`src/rtl/core_sequencer_if.sv`:
```
// Stage handshake bundle between the core sequencer and its five pipeline stages.
// The sequencer drives one-cycle enables, and each stage answers with a done pulse.
interface core_sequencer_if;
    logic       fetch_enable;
    logic       fetch_done;
    logic       decode_enable;
    logic       decode_done;
    logic [5:0] exec_command;
    logic       exec_enable;
    logic       exec_done;
    logic       mem_enable;
    logic       mem_done;
    logic       write_enable;
    logic       write_done;

    modport master (
        output fetch_enable, decode_enable, exec_enable, mem_enable, write_enable,
        input  fetch_done, decode_done, exec_done, mem_done, write_done, exec_command
    );

    modport slave (
        input  fetch_enable, decode_enable, exec_enable, mem_enable, write_enable,
        output fetch_done, decode_done, exec_done, mem_done, write_done, exec_command
    );
endinterface

```
`src/rtl/core_sequencer.sv`:
```
// Multi-cycle instruction sequencer: fetch/decode/exec/mem/write stage control,
// with an opcode-driven stage path, retire/cycle counters, halt, and a stage watchdog.
module core_sequencer #(
    parameter logic [5:0]  HALT_OP = 6'b111111,
    parameter int unsigned TIMEOUT = 1024,
    parameter int unsigned CW      = 32
) (
    input  logic                    clk,
    input  logic                    rstn,
    input  logic                    start,
    input  logic                    clear,
    core_sequencer_if.master        bus,
    output logic [2:0]              state,
    output logic                    halted,
    output logic                    error,
    output logic [2:0]              err_stage,
    output logic [CW-1:0]           instr_count,
    output logic [CW-1:0]           cycle_count
);

    typedef enum logic [2:0] {
        S_IDLE   = 3'd0,
        S_FETCH  = 3'd1,
        S_DECODE = 3'd2,
        S_EXEC   = 3'd3,
        S_MEM    = 3'd4,
        S_WB     = 3'd5,
        S_HALT   = 3'd6,
        S_ERR    = 3'd7
    } state_t;

    localparam int unsigned WW = (TIMEOUT > 0) ? $clog2(TIMEOUT + 1) : 1;

    state_t          r_state;
    state_t          w_next;
    logic [5:0]      r_op_q;
    logic [WW-1:0]   r_wait;
    logic [WW-1:0]   w_wait_next;
    logic            r_fetch_en, r_decode_en, r_exec_en, r_mem_en, r_write_en;
    logic            w_fetch_en, w_decode_en, w_exec_en, w_mem_en, w_write_en;
    logic            r_halted, r_error;
    logic [2:0]      r_err_stage;
    logic [CW-1:0]   r_instr_count, r_cycle_count;
    logic            w_done, w_stage, w_timeout, w_retire, w_clear;

    // A done raised during the stage's own enable cycle is deliberately discarded.
    always_comb begin
        // NOTE: every combinational output gets a default first, so no path can infer a latch.
        w_done = 1'b0;
        case (r_state)
            S_FETCH:  w_done = bus.fetch_done  && !r_fetch_en;
            S_DECODE: w_done = bus.decode_done && !r_decode_en;
            S_EXEC:   w_done = bus.exec_done   && !r_exec_en;
            S_MEM:    w_done = bus.mem_done    && !r_mem_en;
            S_WB:     w_done = bus.write_done  && !r_write_en;
            default:  w_done = 1'b0;
        endcase
    end

    assign w_stage   = (r_state >= S_FETCH) && (r_state <= S_WB);
    assign w_timeout = (TIMEOUT != 0) && w_stage && !w_done && (r_wait == WW'(TIMEOUT));
    assign w_clear   = clear && ((r_state == S_HALT) || (r_state == S_ERR));

    // Next-state logic.
    always_comb begin
        w_next = r_state;
        if (w_timeout) begin
            w_next = S_ERR;
        end else begin
            case (r_state)
                S_IDLE:   if (start)  w_next = S_FETCH;
                S_FETCH:  if (w_done) w_next = S_DECODE;
                S_DECODE: if (w_done) w_next = (bus.exec_command == HALT_OP) ? S_HALT : S_EXEC;
                S_EXEC: begin
                    if (w_done) begin
                        if (r_op_q[5:4] == 2'b10)
                            w_next = S_MEM;
                        else if (r_op_q == 6'b000010 || r_op_q == 6'b000100 || r_op_q == 6'b000101)
                            w_next = S_FETCH;
                        else
                            w_next = S_WB;
                    end
                end
                S_MEM:    if (w_done) w_next = r_op_q[3] ? S_FETCH : S_WB;
                S_WB:     if (w_done) w_next = S_FETCH;
                S_HALT,
                S_ERR:    if (clear)  w_next = S_IDLE;
                default:  w_next = S_IDLE;
            endcase
        end
    end

    // Output logic: enables pulse only on entry; a completed stage going to FETCH retires.
    always_comb begin
        w_fetch_en  = (w_next == S_FETCH)  && (r_state != S_FETCH);
        w_decode_en = (w_next == S_DECODE) && (r_state != S_DECODE);
        w_exec_en   = (w_next == S_EXEC)   && (r_state != S_EXEC);
        w_mem_en    = (w_next == S_MEM)    && (r_state != S_MEM);
        w_write_en  = (w_next == S_WB)     && (r_state != S_WB);
        w_retire    = w_done && (w_next == S_FETCH);
        w_wait_next = r_wait;
        if (w_next != r_state)
            w_wait_next = '0;
        else if (w_stage && !w_done && (TIMEOUT != 0))
            w_wait_next = r_wait + WW'(1);
    end

    // State register and registered outputs.
    always_ff @(posedge clk or negedge rstn) begin
        // NOTE: sequential state uses non-blocking assignments so every register samples pre-edge values.
        if (!rstn) begin
            r_state       <= S_IDLE;
            r_op_q        <= '0;
            r_wait        <= '0;
            r_fetch_en    <= 1'b0;
            r_decode_en   <= 1'b0;
            r_exec_en     <= 1'b0;
            r_mem_en      <= 1'b0;
            r_write_en    <= 1'b0;
            r_halted      <= 1'b0;
            r_error       <= 1'b0;
            r_err_stage   <= '0;
            r_instr_count <= '0;
            r_cycle_count <= '0;
        end else begin
            r_state     <= w_next;
            r_wait      <= w_wait_next;
            r_fetch_en  <= w_fetch_en;
            r_decode_en <= w_decode_en;
            r_exec_en   <= w_exec_en;
            r_mem_en    <= w_mem_en;
            r_write_en  <= w_write_en;
            r_halted    <= (w_next == S_HALT);
            r_error     <= (w_next == S_ERR);
            if (r_state == S_DECODE && w_done)
                r_op_q <= bus.exec_command;
            if (w_timeout)
                r_err_stage <= r_state;
            else if (w_clear)
                r_err_stage <= '0;
            if (w_clear) begin
                r_instr_count <= '0;
                r_cycle_count <= '0;
            end else begin
                if (w_retire) r_instr_count <= r_instr_count + CW'(1);
                if (w_stage)  r_cycle_count <= r_cycle_count + CW'(1);
            end
        end
    end

    assign bus.fetch_enable  = r_fetch_en;
    assign bus.decode_enable = r_decode_en;
    assign bus.exec_enable   = r_exec_en;
    assign bus.mem_enable    = r_mem_en;
    assign bus.write_enable  = r_write_en;
    assign state             = r_state;
    assign halted            = r_halted;
    assign error             = r_error;
    assign err_stage         = r_err_stage;
    assign instr_count       = r_instr_count;
    assign cycle_count       = r_cycle_count;

endmodule

```
`src/flat_wrapper.sv`:
```
// flat-port wrapper written by rule: the top's interface ports become plain ports
module core_sequencer_flat 
#(
    parameter logic [5:0]  HALT_OP = 6'b111111,
    parameter int unsigned TIMEOUT = 1024,
    parameter int unsigned CW      = 32
)
  (clk, rstn, start, clear, state, halted, error, err_stage, instr_count, cycle_count, bus_fetch_enable, bus_decode_enable, bus_exec_enable, bus_mem_enable, bus_write_enable, bus_fetch_done, bus_decode_done, bus_exec_done, bus_mem_done, bus_write_done, bus_exec_command);
  core_sequencer_if bus_i ();
  input  logic clk;
  input  logic rstn;
  input  logic start;
  input  logic clear;
  output logic [2:0] state;
  output logic halted;
  output logic error;
  output logic [2:0] err_stage;
  output logic [CW-1:0] instr_count;
  output logic [CW-1:0] cycle_count;
  output wire logic [$bits(bus_i.fetch_enable)-1:0] bus_fetch_enable;
  output wire logic [$bits(bus_i.decode_enable)-1:0] bus_decode_enable;
  output wire logic [$bits(bus_i.exec_enable)-1:0] bus_exec_enable;
  output wire logic [$bits(bus_i.mem_enable)-1:0] bus_mem_enable;
  output wire logic [$bits(bus_i.write_enable)-1:0] bus_write_enable;
  input wire logic [$bits(bus_i.fetch_done)-1:0] bus_fetch_done;
  input wire logic [$bits(bus_i.decode_done)-1:0] bus_decode_done;
  input wire logic [$bits(bus_i.exec_done)-1:0] bus_exec_done;
  input wire logic [$bits(bus_i.mem_done)-1:0] bus_mem_done;
  input wire logic [$bits(bus_i.write_done)-1:0] bus_write_done;
  input wire logic [$bits(bus_i.exec_command)-1:0] bus_exec_command;
  assign bus_fetch_enable = bus_i.fetch_enable;
  assign bus_decode_enable = bus_i.decode_enable;
  assign bus_exec_enable = bus_i.exec_enable;
  assign bus_mem_enable = bus_i.mem_enable;
  assign bus_write_enable = bus_i.write_enable;
  assign bus_i.fetch_done = bus_fetch_done;
  assign bus_i.decode_done = bus_decode_done;
  assign bus_i.exec_done = bus_exec_done;
  assign bus_i.mem_done = bus_mem_done;
  assign bus_i.write_done = bus_write_done;
  assign bus_i.exec_command = bus_exec_command;
  core_sequencer #(.HALT_OP(HALT_OP), .TIMEOUT(TIMEOUT), .CW(CW)) u_core (.clk(clk), .rstn(rstn), .start(start), .clear(clear), .bus(bus_i), .state(state), .halted(halted), .error(error), .err_stage(err_stage), .instr_count(instr_count), .cycle_count(cycle_count));
endmodule
```
`config.mk`:
```
export PLATFORM = sky130hd
export DESIGN_NAME = core_sequencer_flat
export DESIGN_NICKNAME = d
export VERILOG_FILES = /design/src/rtl/core_sequencer_if.sv /design/src/rtl/core_sequencer.sv /design/src/flat_wrapper.sv
export SDC_FILE = /design/constraint.sdc
export NUM_CORES = 1
export LEC_CHECK = 0
export CAP_MARGIN = 20
export CORE_MARGIN = 2
export CORE_UTILIZATION = 41
export CTS_CLUSTER_SIZE = 10
export DETAILED_ROUTE_END_ITERATION = 16
export GPL_TIMING_DRIVEN = 0
export PLACE_DENSITY = 0.79
export SETUP_SLACK_MARGIN = 0.3
export SLEW_MARGIN = 20
export SYNTH_ARGS = -nofsm -noshare
export SYNTH_HDL_FRONTEND = slang
export SYNTH_SLANG_ARGS = --single-unit
```
`constraint.sdc`:
```
create_clock -name clk -period 2.6 [get_ports clk]
set_input_delay 0.39 -clock clk [delete_from_list [all_inputs] [get_ports clk]]
set_output_delay 0.39 -clock clk [all_outputs]
set_load 0.1 [all_outputs]
```
Word level (Yosys, flattened, before mapping)
Cells that the tools add are included.
{"block": "classes", "reduce_logical": 31, "magnitude_cmp": 2, "n_eq_ne": 26, "add_sub_neg": 3, "n_mux": 22}
{"op": "32-bit two-way mux", "count": 4}
{"op": "32-bit by 1-bit adder with 32-bit output, second input constant", "count": 2}
{"op": "3-bit two-way mux", "count": 14}
{"op": "3-bit == test, second input constant", "count": 8}
{"op": "11-bit two-way mux", "count": 2}
{"op": "3-bit case mux with 7 select lines", "count": 1}
{"op": "1-bit logical AND", "count": 16}
{"op": "3-bit by 2-bit == test with 1-bit output, second input constant", "count": 4}
{"op": "6-bit by 3-bit == test with 1-bit output, second input constant", "count": 2}
{"op": "11-bit by 1-bit adder with 11-bit output, second input constant", "count": 1}
{"op": "11-bit == test, second input constant", "count": 1}
{"op": "2-bit nonzero test", "count": 4}
{"op": "3-bit by 1-bit == test with 1-bit output, second input constant", "count": 2}
{"op": "6-bit by 2-bit == test with 1-bit output, second input constant", "count": 1}
{"op": "6-bit == test, second input constant", "count": 1}
{"op": "1-bit zero test", "count": 6}
{"op": "3-bit by 2-bit != test with 1-bit output, second input constant", "count": 2}
{"op": "3-bit != test, second input constant", "count": 2}
{"op": "1-bit case mux with 5 select lines", "count": 1}
{"op": "3-bit by 1-bit >= comparator with 1-bit output, second input constant", "count": 1}
{"op": "3-bit less-or-equal comparator, second input constant", "count": 1}
{"op": "3-bit zero test", "count": 1}
{"op": "1-bit logical OR", "count": 3}
{"op": "3-bit by 1-bit != test with 1-bit output, second input constant", "count": 1}
{"op": "other kinds (3)", "count": 3}
{"block": "totals", "register_bits": 94, "word_cells": 97, "out_inout_bits": 77}

Depth between registers and ports, before layout
{"block": "depth", "word_depth": 12, "ltp_mapped": 11, "depth_no_buf": 7}

Worst setup path before layout
Ideal clock, no wire load.
{"block": "synth_timing", "path_kind": "flip-flop to flip-flop", "start": "register u_core.r_state[0], in the netlist u_core.state[0]", "end": "register u_core.r_wait[3]", "path_stages_with_launch": 11, "arrival_time_ns": 2.938, "slack_ns": -0.461, "period_less_slack_ns": 3.061, "required_time_ns": 2.477, "path_cell_list": "dfrtp_1 buf_6 nor2b_4 and3_4 buf_6 or4_4 buf_6 buf_6 or4_4 xor2_1 nor3_2"}
{"block": "synth_between", "elab_chain_cells": 8, "word_cells_on_any_way": 28}
{"item": "start: declaration", "line_no": "core_sequencer.sv:34", "source": "state_t r_state;"}
{"item": "start signal: assignment", "line_no": "core_sequencer.sv:126", "source": "r_state <= w_next;"}
{"item": "branches (longest 8 deep; another with 11-bit two-way mux)"}
{"item": "end signal: assignment", "line_no": "core_sequencer.sv:127", "source": "r_wait <= w_wait_next;"}
{"item": "end: declaration", "line_no": "core_sequencer.sv:37", "source": "logic [WW-1:0] r_wait;"}
Parallel ways; which one is timed is not known.
A chain may end at the register's enable or synchronous reset.

Worst setup path after layout
Same ends and word-level chain as after synthesis.

==> key figures <==
CTS
  – H-Tree Depth: 3
  – Worst-path clk slew: 70 ps
  – Clock buffer depth: 2
  – CTS Root Cell: clkbuf_16
  – Clock Latency Late Sink: 350 ps
  – TritonCTS sink count: 94
  – CTS tree: built
  – Clock buffers created by TritonCTS: 9

Die
  – Num ports: roughly 90
  – Starting Density: 42.2%
  – Vert. Die Dim: 116 µm
  – Die Width: 116 µm
  – Die area: 13400 µm²
  – Core area: 12100 µm²
  – Row count: 40

Synth
  – Synthesized net count: between 500 and 600
  – FFs w/ async S/R, synth: 100%
  – Top_reg_cell synth: dfrtp_1
  – Mapped Area: between 5000 and 6000 µm²
  – Avg Cell Area, Syn: a little over 9 µm²
  – FF+latch count, synth: between 90 and 100
  – Register area share after synthesis: 46.0%
  – Synthesis Warnings: 0
  – Synth unique cells: 64
  – Number of synthesized flops with an enable pin: 0
  – Synthesized instance count: between 500 and 600

STA
  – Final min period: between 2000 and 3000 ps
  – Period utilization: 105%
  – Final hold violation count: 0
  – RSZ-0062 raised after global routing: yes
  – Setup TNS Final: -703 ps
  – Hold Slack: 479 ps
  – Tightest Pin Transition: 1050 ps
  – Max Freq: 0.367 GHz
  – Max Slew Vio Count: 0
  – Layout Skew: around 12 ps
  – Final setup violation count: 14
  – Setup WS post-layout: -128 ps
  – Worst slew margin: a little under a third

Route
  – Vias per cell: 6.17
  – Total length of routed wires: 17500 µm
  – Drt drc: 0
  – Via count: 5352
  – Drt pass-1 iters: 7
  – DR iter-0 viols: 782
  – Wirelength per Cell: 20.2 µm
  – Post-route ant nets: 0

Critical path
  – CP delay by family, top: simple AND/OR/NAND/NOR gates
  – Setup slack, reg-to-reg: -130 ps
  – Worst reg2reg path depth: 10
  – Critical path class: reg2reg
  – Crit path depth: 10
  – Worst setup path start: u_core.state[0]$_DFF_PN0_
  – Critical-path cell list: buf_6 > nor2b_4 > and4b_2 > or4_4 > buf_8 > buf_8 > buf_6 > or4_4 > xor2_2 > nor3_2
  – CP Data Arrival Time: 3000 ps
  – Worst setup SP type: flip-flop
  – Slowest cell on the critical path: or4_4
  – Reg-to-Reg End: u_core.r_wait[3]$_DFFE_PN0P_
  – CP peak stage delay: 540 ps
  – Crit. End Element: flip-flop
  – Worst path buffer plus inverter count: 4
  – Worst r2r src: u_core.state[0]$_DFF_PN0_
  – Critical path required time: 2870 ps
  – Crit-path max FO: 7

Run
  – Max-cap violation count: 0

Outcome
  – Failing checks: negative setup slack
  – Status: complete, but fails checks

Power and ir drop
  – Max IR drop VDD: 0.803 mV
  – Power Total: between 10 and 15 mW
  – Pwr per Cell Area: 1410 nW/µm²
  – Leakage: 3.51 nW

GRT
  – Global-route wire length before repair: 25900 µm
  – Largest net degree at the start of global routing: 69
  – Gr ovfl total: 0
  – Overall routing resource usage: about a quarter
  – Initial antenna violation count: 0
  – Number of global-route vias before repair: 5103

Layout
  – Filler Cells Inserted: 875
  – Number of diodes: 0
  – Fin nets: ~700
  – Core Util, Final: 64.2%
  – Area grow syn2layout: 51.9%
  – Layout cells sized above 1: about 30%
  – Register Area: 2410 µm²
  – Multi-input logic area: 3190 µm²

Placement
  – DP HPWL: about 10000 µm
  – GPL Wtd Cong: 0.940
  – Port bufs: 90
  – Dpl ws: -261 ps

Worst hold path
  – Worst Hold Class: in2async
how the worst max path moves through the flow:
stage                                        end  slack, ps
3_5_place_dp   u_core.instr_count[7]$_DFFE_PN0P_       -260
5_1_grt             u_core.r_wait[3]$_DFFE_PN0P_       -190
6_report            u_core.r_wait[3]$_DFFE_PN0P_       -130
2_1_floorplan       u_core.r_wait[3]$_DFFE_PN0P_       -110
4_1_cts             u_core.r_wait[3]$_DFFE_PN0P_        -80
3_3_place_gp   u_core.cycle_count[7]$_DFFE_PN0P_      -2910
timing repair:
item	CTS	global route
endpoints found under the hold margin	26	0
gates resized for setup	150	77
pin swaps	37	31
setup endpoints to repair	105	84
setup buffers	28	13
gates cloned	4	0
hold buffers	1	0
state kept, by name (all words and copies together) (netlist names):
| name | count |
|---|---|
| u_core.r_wait | 11 |
| u_core.bus.decode_enable | 1 |
| u_core.cycle_count | 32 |
| u_core.state | 3 |
| u_core.halted | 1 |
| u_core.bus.mem_enable | 1 |
| u_core.error | 1 |
| u_core.err_stage | 3 |
| u_core.r_op_q | 6 |
| u_core.bus.fetch_enable | 1 |
| u_core.bus.exec_enable | 1 |
| u_core.bus.write_enable | 1 |
| u_core.instr_count | 32 |
layout by cell type, fill, tap and decap left out, types with 8 or more instances in the layout:
cell type and instances:
nand2_2 8, and3_1 13, dfrtp_1 63, nand2_1 45, buf_4 30, dlygate4sd2_1 48, o21ai_1 10, inv_1 11
dlymetal6s2s_1 16, clkdlybuf4s50_1 24, a21oi_1 20, o21ai_0 11, clkbuf_16 10, xor2_1 19, clkbuf_1 8, xnor2_1 20
nand4_1 16, dfrtp_2 24, nor2_1 52, buf_6 17, nor3_2 12, nand3_1 31
synthesized netlist by cell type (all sizes together) (2+ instances only):
cell	n	share of area, %
nor3b	3	0.54
a31oi	2	0.37
mux2	6	1.3
a2111oi	2	0.34
or3b	3	0.51
a22o	2	0.34
o22a	2	0.34
inv	12	0.88
o41a	2	0.44
or3	10	1.2
o21ai	25	2.4
xor2	21	3.6
and4	6	1.0
o22ai	2	0.24
a221o	2	0.39
o21a	3	0.44
nand3	34	3.4
o31a	3	0.51
nand4	16	2.0
nor2	56	4.1
o311ai	4	0.68
nand2b	4	0.49
xnor2	20	3.4
or4	11	1.8
dfrtp	94	46
a21oi	25	2.4
nand2	53	3.9
a21o	4	0.59
o31ai	6	0.98
buf	9	1.3
clkbuf	17	1.2
nor2b	4	0.64
nor4	18	2.3
and2	2	0.24
nor4b	2	0.34
ha	4	0.98
nor3	26	2.9
and3	14	1.8
nand3b	2	0.29
mux2i	4	0.78
stage by stage:
step	instance area, µm²	std cells
floorplan	5250	547
global placement	6360	805
detailed placement	6390	806
CTS	7420	855
global route	7770	868
finish	7770	868
routing by layer:
| layer | global-route usage [%] | share of wire [%] | wire, µm |
|---|---|---|---|
| met5 | 0 | 0 | 0 |
| met4 | 9.60 | 4.9 | 865 |
| met3 | 5.18 | 7.1 | 1250 |
| met2 | 40.0 | 49 | 8670 |
| met1 | 31.5 | 38 | 6750 |
logic make-up (layout without fill, tap and decap cells):
kind of cell | Yosys count | count (layout) | synth area share [%]
buf+inv | 38 | 190 | 3.45
compound gates | 93 | 93 | 12.5
flops | 94 | 94 | 46.0
xor+xnor | 41 | 41 | 7.02
fa+ha+maj | 4 | 4 | 0.979
simple gates | 267 | 268 | 28.0
mux | 10 | 10 | 2.10
power by group:
group / switching [mW] / total [mW] / internal [mW]
Sequential: 0.477 / 2.37 / 1.89
Combinational: 4.73 / 6.95 / 2.22
Clock: 0.612 / 1.65 / 1.04
Total: 5.82 / 11.0 / 5.15
layout make-up:
class                   count  share of cell area [%]
clock buffers               9                    2.90
clock inverters             7                    1.85
flip-flops and latches     94                    31.0
well taps                 168                    2.70
repair buffers            136                    17.0
multi-input cells         416                    41.1
plain buffers              26                    2.88
inverters                  12                   0.580
No activity file was read; power rests on OpenSTA's default activity.
